$ cat src/rtl/credit_source.sv
// rtl/credit_source.sv - credit-gated transmit adapter with 2-entry skid buffer
module credit_source #(
    parameter int DATA_WIDTH = 17,
    parameter int N_CREDITS  = 8,
    parameter int CNT_WIDTH  = $clog2(N_CREDITS + 1)
) (
    input  logic                  clock,
    input  logic                  reset,
    input  logic [DATA_WIDTH-1:0] i_data,
    input  logic                  i_valid,
    output logic                  o_ready,
    output logic [DATA_WIDTH-1:0] o_data,
    output logic                  o_valid,
    input  logic                  i_increment_count,
    output logic [CNT_WIDTH-1:0]  o_credits,
    output logic                  o_overflow
);

    localparam logic [CNT_WIDTH-1:0] FULL_CREDITS = CNT_WIDTH'(N_CREDITS);

    logic [DATA_WIDTH-1:0] mem [2];
    logic                  rd_ptr;
    logic                  wr_ptr;
    logic [1:0]            buf_count;
    logic [CNT_WIDTH-1:0]  credits;
    logic                  push;
    logic                  send;

    // Ready depends only on occupancy, so upstream never sees a path from credits.
    assign o_ready   = reset && (buf_count < 2'd2);
    assign push      = i_valid && o_ready;
    assign send      = (buf_count != 2'd0) && (credits != '0);
    assign o_credits = credits;

    // Storage needs no reset: occupancy and pointers decide what is valid.
    always_ff @(posedge clock) begin
        if (push) begin
            mem[wr_ptr] <= i_data;
        end
    end

    always_ff @(posedge clock) begin
        if (!reset) begin
            rd_ptr     <= 1'b0;
            wr_ptr     <= 1'b0;
            buf_count  <= 2'd0;
            o_valid    <= 1'b0;
            o_data     <= '0;
            credits    <= FULL_CREDITS;
            o_overflow <= 1'b0;
        end else begin
            if (push) begin
                wr_ptr <= ~wr_ptr;
            end
            if (send) begin
                o_data <= mem[rd_ptr];
                rd_ptr <= ~rd_ptr;
            end
            o_valid   <= send;
            buf_count <= buf_count + {1'b0, push} - {1'b0, send};

            // A return with every credit already home is a receiver protocol error.
            if (send && !i_increment_count) begin
                credits <= credits - 1'b1;
            end else if (!send && i_increment_count) begin
                if (credits == FULL_CREDITS) begin
                    o_overflow <= 1'b1;
                end else begin
                    credits <= credits + 1'b1;
                end
            end
        end
    end

endmodule

$ cat config.mk
export PLATFORM = sky130hd
export DESIGN_NAME = credit_source
export DESIGN_NICKNAME = d
export VERILOG_FILES = /design/src/rtl/credit_source.sv
export SDC_FILE = /design/constraint.sdc
export NUM_CORES = 1
export LEC_CHECK = 0
export ABC_AREA = 1
export CORE_MARGIN = 4
export CORE_UTILIZATION = 30
export DETAILED_ROUTE_END_ITERATION = 8
export DONT_BUFFER_PORTS = 1
export GPL_ROUTABILITY_DRIVEN = 0
export HOLD_SLACK_MARGIN = 0.02
export PLACE_DENSITY = 0.42
export SETUP_SLACK_MARGIN = 0.5
export SYNTH_ARGS = -nofsm -noshare
export SYNTH_HDL_FRONTEND = slang
export SYNTH_SLANG_ARGS = --single-unit
$ cat constraint.sdc
create_clock -name clock -period 2.02 [get_ports clock]
set_clock_uncertainty 0.1 [all_clocks]
set_input_delay 0.606 -clock clock [delete_from_list [all_inputs] [get_ports clock]]
set_output_delay 0.606 -clock clock [all_outputs]
set_load 0.01 [all_outputs]
==> impl_metrics.csv, run 1 <==
group,metric,value,unit
drt,routedWlPerCell,13.8,microns
die,placementRows,32,
synthesis,syn_area,2430,sq um
timing,setup_violations,0,
pwr,p_per_area,1610,nW/um^2
die,pin_count,45,
synthesis,synth.distinct_cells,24,
run,cap_violations,0,
pwr,pwr-share-clk,21.0,%
grt,grt_max_degree,26,
grt,grt_pass1_vias,1522,
critical_path,r2r-end,"o_credits[2]$_SDFFE_PN0P_",
cts,cts_tree,"done",
timing,relSlewSlack,80.1,%
drt,finalWirelength,4950,microns
cells_and_area,seqCellArea,1580,sq um
die,die_h,98.0,microns
synthesis,syn_avg_cell_area,10.2,sq um
die,die_area,9590,sq um
synthesis,netlist_top_cells_area,"edfxtp_1 (42%), dfxtp_1 (22%), nand2_1 (9.7%)",
grt,grt-ovfl-total,0,
timing,min_period,1.75,ns
timing,max_freq,0.572,GHz
cts,h-tree-depth,3,
worst_hold_path,hold_depth,0,
timing,rsz0062_at_grt,"yes",
worst_hold_path,min_to,"mem[1][12]$_DFFE_PP_",
pwr,swShare,38.0,%
cts,cts-root-buf,"clkbuf_8",
critical_path,r2r_slack,0.27,ns
pwr,combPwrFrac,37.3,%
synthesis,synth_top_area_share,42.1,%
critical_path,cp_max_fo,6,
cells_and_area,n_antenna_cell,0,
critical_path,cp.arrival,1.91,ns
die,die_w,98.0,microns
grt,grt_pass1_wl,8020,microns
pwr,power.total,4.75,mW
cts,holdBufCountCts,0,
synthesis,synth.largest_area_cell,"edfxtp_1",
timing,hold_viol_final,0,
run_status,status,"finished clean",
synthesis,ys_ff_latch,61,
grt,grt_util_all_layers,10.9,%
timing,worstMarginPinSlew,0.298,ns
synthesis,synthCells,239,
drt,firstDrtPassIters,5,
timing,tns,0,ns
synthesis,yosysWarnings,0,
timing,min_period_over_period,86.6,%
pwr,p_leak,1.15,nW
pwr,ir_worst_vdd,0.437,mV
cts,clockBufferDepth,2,
drt,wl_met3,406,microns
pwr,switching_power,1.80,mW
place,hpwl,3260,microns
cts,path_clk_slew,0.07,ns
critical_path,start_kind,"flop",
timing,final_max_slew_viol_count,0,
cells_and_area,drive_above_1_share,24.0,%
drt,top_layer,"met4",
cells_and_area,fillers,813,
critical_path,cp-end-kind,"flop",
cts,cts_inserted_buffers,9,
drt,drt.antenna.violating_nets,0,
drt,drcViolationCount,0,
synthesis,ys_seq_area_share,64.3,%
drt,dr_total_vias,1532,
synthesis,syn_nets,266,
place,port_buffers,0,
critical_path,cp.required,2.18,ns
grt,antenna_found_initial,0,
drt,vias_per_cell,4.26,
cts,clock_latency,0.32,ns
cells_and_area,multi_input_area,851,sq um
die,start_util,31.1,%
die,core-area,7810,sq um
worst_hold_path,min_from,"i_data[12]",
cells_and_area,nets,280,
cts,cts.sinks,61,
worst_hold_path,hp-class,"input pin to flop",
critical_path,timing.rr.start,"o_credits[0]$_SDFFE_PN0P_",
pwr,p_seq_share,41.7,%
critical_path,worst-r2r-cell-count,12,
critical_path,crit_type,"flop to flop",
pwr,p_int,2.94,mW
drt,drt_iter0_markers,44,
drt,drt-met1-wl,2020,microns
cells_and_area,syn2layout_area_growth,21.1,%
drt,met2WireLength,2430,microns
==> cell families after synthesis <==
family | share of synthesized area (%)
AND/OR/NAND/NOR | 19.6
flip-flops | 64.3
XOR/XNOR | 1.08
buffers and inverters | 5.26
adder cells (fa/ha/maj) | 3.09
AO/OA/AOI/OAI | 6.65
==> what timing repair did <==
item                       4_1_cts  5_1_grt
setup buffers                    4        0
pin swaps                        6        1
setup endpoints to repair       11       17
gates resized for setup         12       13
==> power groups by stage <==
| stage | Sequential (mW) | Clock, mW | Combinational [mW] |
|---|---|---|---|
| detailed placement | 2.00 | 0 | 1.50 |
| CTS | 1.99 | 1.05 | 1.66 |
| global route | 2.04 | 1.10 | 2.01 |
| finish | 1.98 | 0.996 | 1.77 |
| global placement | 2.00 | 0 | 1.49 |
| floorplan | 1.91 | 0 | 1.29 |
==> layout by cell type (no fill, tap or decap), drive strengths merged, types with 2 or more instances in the layout <==
cell / n
nand4: 2
nand2: 64
buf: 11
dfxtp: 27
clkbuf: 10
nor2: 48
edfxtp: 34
xnor2: 2
nand3: 3
clkinv: 4
a21oi: 6
inv: 14
ha: 6
o21ai: 24
==> state kept, by name (all words and copies together) (netlist names) <==
register	cells
o_data	17
buf_count	2
o_overflow	1
mem	34
wr_ptr	1
o_credits	4
o_valid	1
rd_ptr	1
==> metal layers <==
layer  up-vias  GRT usage [%]
met5         -              0
met4         0           5.11
met3         7           6.14
met2        32           17.2
met1       687           11.9
li1        806              -
==> worst max path at each step <==
| stage | start | end | cells after the start | slack, ns |
|---|---|---|---|---|
| 6_report | o_credits[0]$_SDFFE_PN0P_ | o_credits[2]$_SDFFE_PN0P_ | 12 | 0.27 |
| 3_5_place_dp | reset | buf_count[1]$_SDFF_PN0_ | 9 | 0.10 |
| 4_1_cts | o_credits[0]$_SDFFE_PN0P_ | o_credits[2]$_SDFFE_PN0P_ | 13 | 0.27 |
| 5_1_grt | o_credits[0]$_SDFFE_PN0P_ | o_credits[2]$_SDFFE_PN0P_ | 12 | 0.16 |
| 2_1_floorplan | reset | buf_count[1]$_SDFF_PN0_ | 9 | 0.14 |
| 3_3_place_gp | reset | buf_count[1]$_SDFF_PN0_ | 9 | 0.14 |
==> area by class of cell <==
type / count / area share (%)
clock buffer: 10 / 4.34
clock inverter: 6 / 1.83
inverter: 14 / 2.47
multi-input combinational: 156 / 28.9
sequential: 61 / 53.6
tap: 102 / 4.34
timing repair buffer: 11 / 4.47
==> synth_stat cells <==
library cell / instances
o21ai_4: 1
dfxtp_1: 27
inv_6: 1
a21oi_1: 6
inv_2: 2
xor2_1: 1
buf_6: 2
inv_1: 10
xnor2_1: 2
nand2_2: 1
ha_1: 6
o21ai_1: 19
buf_4: 1
nor2_1: 38
o21ai_0: 4
nand2_1: 63
edfxtp_1: 34
buf_2: 2
nor2_2: 10
buf_12: 1
inv_4: 1
nand3_1: 3
nand4_1: 2
clkbuf_1: 2
==> critical path, cell delays in order (launching register included) <==
cell and delay, ns:
dfxtp_4 0.38, nor2_4 0.12, nand2_2 0.07, o21ai_4 0.08, inv_6 0.05, ha_4 0.18, nor2_4 0.12, nor2_4 0.06
ha_4 0.15, a21oi_2 0.11, xnor2_1 0.12, nor2_1 0.05, nor2_1 0.08
==> stage by stage <==
stage,std cells,util (%),cell area (sq um),setup slack (ns),hold WS [ns]
6_report,360,37.7,2940,0.271,0.272
5_1_grt,360,37.7,2940,0.160,0.237
4_1_cts,360,36.9,2880,0.268,0.248
3_5_place_dp,340,33.7,2630,0.105,0.386
3_3_place_gp,340,33.7,2630,0.138,0.389
2_1_floorplan,239,-,2490,0.138,0.369
(Power assumes the default switching activity.)
==> inputs of run 2 (changes only) <==
ABC_AREA = unset   (was 1)
==> run 2 against run 1 <==
The flow now finishes with violations (setup timing). Final cell count down 14%. Routed wire length down 0.59%. Critical path depth fell by 3. Sequential power fell by 7%. Highest routed layer unchanged.
==> impl_metrics.csv, run 2 <==
group,metric,value,unit
timing,min_period,2.16,ns
die,placementRows,32,
drt,drcViolationCount,0,
cts,path_clk_slew,0.07,ns
synthesis,yosysMostFrequentCell,"edfxtp_1",
worst_hold_path,hp-class,"input pin to flop",
die,core-area,7770,sq um
drt,drt.antenna.violating_nets,0,
critical_path,cp-end-kind,"flop",
die,pin_count,45,
critical_path,r2r-end,"buf_count[1]$_SDFF_PN0_",
critical_path,crit_type,"flop to flop",
synthesis,synth.distinct_cells,28,
cells_and_area,largest_reg_flops,34,
timing,hold_slack,0.265,ns
critical_path,cp.arrival,2.28,ns
timing,setup_violations,2,
timing,max_freq,0.464,GHz
synthesis,ys_seq_area_share,64.5,%
critical_path,cp-endpoint,"buf_count[1]$_SDFF_PN0_",
cts,cts_inserted_buffers,9,
synthesis,synth_edf_count,34,
timing,final_max_slew_viol_count,0,
cells_and_area,multi_input_area,885,sq um
synthesis,yosys_most_used_dff,"edfxtp_1",
run_status,violations,"setup timing",
critical_path,cp.required,2.14,ns
critical_path,cp_num_cells,9,
critical_path,r2r_slack,-0.14,ns
timing,hold_viol_final,0,
critical_path,cp_max_fo,4,
run_status,status,"complete, but fails checks",
synthesis,synthCells,179,
synthesis,synth.largest_area_cell,"edfxtp_1",
critical_path,critical_path_buf_inv_count,2,
timing,relSlewSlack,76.6,%
cells_and_area,n_antenna_cell,0,
drt,firstDrtPassIters,4,
synthesis,netlist_top_cells_area,"edfxtp_1 (42%), dfxtp_1 (22%), mux2i_1 (7.4%)",
critical_path,crit_start,"o_credits[2]$_SDFFE_PN0P_",
place,hpwl,3050,microns
critical_path,worst-r2r-cell-count,9,
synthesis,syn_area,2420,sq um
synthesis,yosysWarnings,0,
grt,grt_pass1_wl,7850,microns
grt,grt_max_degree,33,
cts,cts-root-buf,"clkbuf_8",
timing,rsz0062_at_grt,"yes",
synthesis,syn_avg_cell_area,13.5,sq um
run,cap_violations,0,
critical_path,start_kind,"flop",
cts,cts_tree,"done",
place,port_buffers,0,
critical_path,crit_family,"simple AND/OR/NAND/NOR gates",
timing,min_period_over_period,107,%
grt,grt_pass1_vias,1485,
synthesis,syn_nets,206,
synthesis,synth_top_area_share,42.2,%
timing,worstMarginPinSlew,0.351,ns
cells_and_area,finish.utilization,39.4,%
grt,grt-ovfl-total,0,
drt,vias_per_cell,4.72,
synthesis,ys_ff_latch,61,
drt,drt_iter0_markers,32,
drt,finalWirelength,4930,microns
cts,cts.sinks,61,
synthesis,ys_async_sr_fraction,0,%
pwr,ir_worst_vdd,0.562,mV
timing,tns,-0.231,ns
grt,antenna_found_initial,0,
die,start_util,31.2,%
cells_and_area,drive_above_1_share,29.1,%
grt,grt_util_all_layers,10.7,%
cells_and_area,nets,228,
cts,h-tree-depth,3,
pwr,p_per_area,1520,nW/um^2
critical_path,timing.rr.start,"o_credits[2]$_SDFFE_PN0P_",
pwr,p_leak,1.26,nW
cells_and_area,top_register,"mem",
cells_and_area,seqCellArea,1570,sq um
die,die_h,97.8,microns
drt,routedWlPerCell,16.0,microns
drt,dr_total_vias,1454,
die,die_area,9570,sq um
critical_path,cp_slowest_cell,"or3_4",
cells_and_area,syn2layout_area_growth,26.6,%
cells_and_area,mostFrequentLayoutCell,"edfxtp_1",
cells_and_area,mostFrequentLayoutCells,"edfxtp_1 (34), dfxtp_1 (23), nand2_1 (19), mux2i_1 (18), o211a_1 (17)",
critical_path,max_stage_delay,0.37,ns
die,die_w,97.8,microns
cts,clockBufferDepth,2,
synthesis,synth_commonest_cells,"edfxtp_1 (34), dfxtp_1 (27), nand2_1 (21)",
critical_path,crit_chain,"or3_4 -> o22a_4 -> buf_4 -> ha_4 -> inv_1 -> ha_2 -> xnor2_2 -> xnor2_1 -> and2_1",
timing,layout_setup_ws,-0.137,ns
cells_and_area,fillers,749,
cts,clock_latency,0.33,ns
-- run 2: cell count changes after synthesis, moves of 3 or more --
| cell | change |
|---|---|
| nor3b_1 | +4 |
| mux2i_1 | +18 |
| inv_1 | -5 |
| o211a_1 | +17 |
| nor2_2 | -10 |
| clkbuf_1 | +3 |
| o21ai_1 | -19 |
| nor2_1 | -37 |
| and2_1 | +6 |
| nand2_1 | -42 |
-- run 2: area by class of cell --
cell class / count / area share (%)
flip-flops and latches: 61 / 51.2
well taps: 102 / 4.16
clock inverters: 4 / 1.80
clock buffers: 12 / 5.06
inverters: 5 / 0.612
repair buffers: 22 / 8.29
multi-input cells: 102 / 28.9
-- run 2: worst min path at each step --
stage,from,endpoint,depth (start not counted)
after CTS,i_data[12],mem[1][12]$_DFFE_PP_,0
after floorplan,o_overflow$_SDFFE_PN0P_,o_overflow$_SDFFE_PN0P_,2
after global placement,o_overflow$_SDFFE_PN0P_,o_overflow$_SDFFE_PN0P_,2
final,i_data[12],mem[1][12]$_DFFE_PP_,0
after global routing,i_data[15],mem[0][15]$_DFFE_PP_,0
after detailed placement,o_overflow$_SDFFE_PN0P_,o_overflow$_SDFFE_PN0P_,2
-- run 2: per-stage QoR --
step                      cells  instance area [sq um]  total power [mW]  setup WS [ns]
after global placement      284                   2640              3.08        -0.0825
after detailed placement    284                   2640              3.12         -0.150
after floorplan             179                   2480              2.81         -0.441
final                       308                   3060              4.67         -0.137
after global routing        308                   3060              4.97         -0.221
after CTS                   306                   3020              4.63        -0.0965
-- run 2: kinds of logic after synthesis --
group | synth area share [%]
AO/OA/AOI/OAI | 9.72
XOR/XNOR | 2.17
adder cells (fa/ha/maj) | 3.10
buffers and inverters | 3.82
flip-flops | 64.5
multiplexers | 7.44
AND/OR/NAND/NOR | 9.25
-- run 2: metal layers --
| metal | GRT usage, % | wire, microns | vias to the layer above |
|---|---|---|---|
| met5 | 0 | 0 | - |
| met4 | 4.47 | 87 | 0 |
| met3 | 5.29 | 375 | 10 |
| met2 | 17.6 | 2430 | 38 |
| met1 | 11.8 | 2030 | 713 |
| li1 | - | - | 693 |
-- run 2: report_power, final --
part           leakage (nW)  internal [mW]  switching, mW  total (mW)
clock                 0.103          0.644          0.474        1.12
combinational         0.626          0.947          0.755        1.70
sequential            0.535           1.60          0.246        1.85
total                  1.26           3.19           1.48        4.67
-- run 2: timing repair --
action | 4_1_cts | 5_1_grt
setup buffers | 5 | 2
hold endpoints to repair | 0 | 0
gates cloned | 1 | 0
pin swaps | 4 | 2
setup endpoints to repair | 31 | 31
gates resized for setup | 24 | 5
hold buffers | 0 | 0
==> inputs of run 3 (changes only) <==
CORE_MARGIN = 10   (was 4)
==> run 3 against run 2 <==
The flow still finishes with violations (setup timing). Final cell count grew 1.3%. First-iteration DRC count grew 13%. Worst setup slack gained 0.028 ns. Utilization grew 0.29 points. Global-route usage shrank 1.5 points. Count of clock-buffer cells in the layout is the same. Hold slack lost 0.0011 ns. Flip-flop and latch count is the same. Non-clock buffer count grew 4.
==> impl_metrics.csv, run 3 (synthesized netlist as in run 2, its figures left out) <==
group,metric,value,unit
cts,clockBufferDepth,2,
grt,grt_pass1_wl,8170,microns
drt,drt.antenna.violating_nets,0,
cells_and_area,largest_reg_flops,34,
cts,h-tree-depth,3,
grt,grt_max_degree,33,
cells_and_area,mostFrequentLayoutCell,"edfxtp_1",
die,die_h,110,microns
die,placementRows,32,
die,core-area,7810,sq um
grt,grt-ovfl-total,0,
drt,firstDrtPassIters,4,
drt,drcViolationCount,0,
critical_path,crit_start,"o_credits[0]$_SDFFE_PN0P_",
pwr,p_leak,1.28,nW
drt,vias_per_cell,4.70,
critical_path,cp_max_fo,3,
timing,relSlewSlack,46.2,%
timing,worstMarginPinSlew,0.796,ns
timing,layout_setup_ws,-0.109,ns
run_status,violations,"setup timing",
cells_and_area,final_cell_count_no_fill,312,
critical_path,start_kind,"flop",
critical_path,cp_slowest_cell,"or3_4",
cells_and_area,drive_above_1_share,30.5,%
grt,grt_util_all_layers,9.23,%
critical_path,r2r-end,"o_credits[2]$_SDFFE_PN0P_",
critical_path,worst-r2r-cell-count,9,
cts,cts-root-buf,"clkbuf_8",
cts,clock_latency,0.33,ns
cells_and_area,syn2layout_area_growth,28.2,%
critical_path,crit_chain,"or3_4 -> o22a_4 -> ha_4 -> xor2_1 -> ha_2 -> a21oi_2 -> nor3_2 -> mux2i_1 -> nand3_1",
cts,path_clk_slew,0.07,ns
worst_hold_path,hp-class,"input pin to flop",
run,cap_violations,0,
cells_and_area,mostFrequentLayoutCells,"edfxtp_1 (34), dfxtp_1 (23), nand2_1 (18), mux2i_1 (18), o211a_1 (17)",
timing,hold_viol_final,0,
critical_path,cp.required,2.13,ns
cts,cts.sinks,61,
drt,routedWlPerCell,18.6,microns
die,die_w,110,microns
die,pin_count,45,
place,port_buffers,0,
grt,antenna_found_initial,0,
critical_path,cp.arrival,2.24,ns
place,hpwl,3440,microns
run_status,status,"complete, but fails checks",
cells_and_area,nets,232,
cells_and_area,n_antenna_cell,0,
timing,max_freq,0.470,GHz
die,die_area,12100,sq um
drt,dr_total_vias,1466,
cells_and_area,top_register,"mem",
critical_path,crit_type,"flop to flop",
timing,rsz0062_at_grt,"yes",
die,start_util,31.0,%
pwr,ir_worst_vdd,0.446,mV
timing,min_period_over_period,105,%
drt,drt_iter0_markers,36,
grt,grt_pass1_vias,1575,
critical_path,cp-endpoint,"o_credits[2]$_SDFFE_PN0P_",
critical_path,timing.rr.start,"o_credits[0]$_SDFFE_PN0P_",
place,post-place-cells,284,
critical_path,cp-end-kind,"flop",
cts,cts_inserted_buffers,9,
timing,min_period,2.13,ns
drt,finalWirelength,5810,microns
critical_path,r2r_slack,-0.11,ns
timing,setup_violations,4,
timing,tns,-0.219,ns
timing,final_max_slew_viol_count,0,
critical_path,max_stage_delay,0.39,ns
pwr,p_per_area,1540,nW/um^2
cts,cts_tree,"done",
[run 3: changes by cell type in the layout (fill, tap and decap cells not counted), moves of 2 or more]
cell / change
clkinv_2: +2
buf_6: +4
clkbuf_16: +3
buf_4: -2
[run 3: critical path: cells and delay by family, from the launching register on]
kind	cells	cell delay, ns
multiplexers	1	0.23
AO/OA/AOI/OAI	2	0.27
flip-flops	1	0.32
adder cells (fa/ha/maj)	2	0.36
XOR/XNOR	1	0.13
AND/OR/NAND/NOR	3	0.60
[run 3: where the power goes]
group,switching (mW),internal [mW],total [mW]
logic,0.893,1.10,2.00
registers,0.261,1.60,1.86
clock network,0.448,0.474,0.922
total,1.60,3.18,4.78
[run 3: per-layer routing]
layer / vias to the layer above / wire length, microns / global-route usage [%]
li1: 700 / - / -
met1: 727 / 2150 / 8.64
met2: 32 / 3140 / 16.1
met3: 7 / 419 / 5.09
met4: 0 / 98 / 4.37
met5: - / 0 / 0
[run 3: per-stage QoR]
step / power [mW] / area (sq um) / hold WS [ns] / util [%] / worst slack (ns)
after floorplan: 2.81 / 2480 / 0.424 / - / -0.441
after global placement: 3.08 / 2630 / 0.466 / 33.7 / -0.0766
after detailed placement: 3.14 / 2630 / 0.473 / 33.7 / -0.186
after CTS: 4.39 / 2920 / 0.243 / 37.5 / -0.0985
after global routing: 5.08 / 3100 / 0.232 / 39.7 / -0.198
final: 4.78 / 3100 / 0.264 / 39.7 / -0.109
[run 3: worst min path at each step]
| stage | start | end | cells past startpoint |
|---|---|---|---|
| 2_1_floorplan | o_overflow$_SDFFE_PN0P_ | o_overflow$_SDFFE_PN0P_ | 2 |
| 3_3_place_gp | o_overflow$_SDFFE_PN0P_ | o_overflow$_SDFFE_PN0P_ | 2 |
| 5_1_grt | i_data[14] | mem[1][14]$_DFFE_PP_ | 0 |
| 3_5_place_dp | o_data[12]$_SDFFE_PN0P_ | o_data[12]$_SDFFE_PN0P_ | 1 |
| 6_report | i_data[14] | mem[1][14]$_DFFE_PP_ | 0 |
| 4_1_cts | i_data[10] | mem[1][10]$_DFFE_PP_ | 0 |
[run 3: area by class of cell]
class | instances | area (sq um)
clock buffer | 12 | 145
clock inverter | 4 | 25.0
fill | 759 | 4700
inverter | 5 | 18.8
multi-input combinational | 102 | 883
sequential | 61 | 1570
tap | 102 | 128
timing repair buffer | 26 | 334
[run 3: what timing repair did]
item                                    4_1_cts  5_1_grt
hold buffers                                  0        0
endpoints found under the setup margin       31       31
setup buffers                                 2        4
pin swaps                                     0        8
resized for setup                            18       16
cloned                                        1        5
endpoints found under the hold margin         0        0
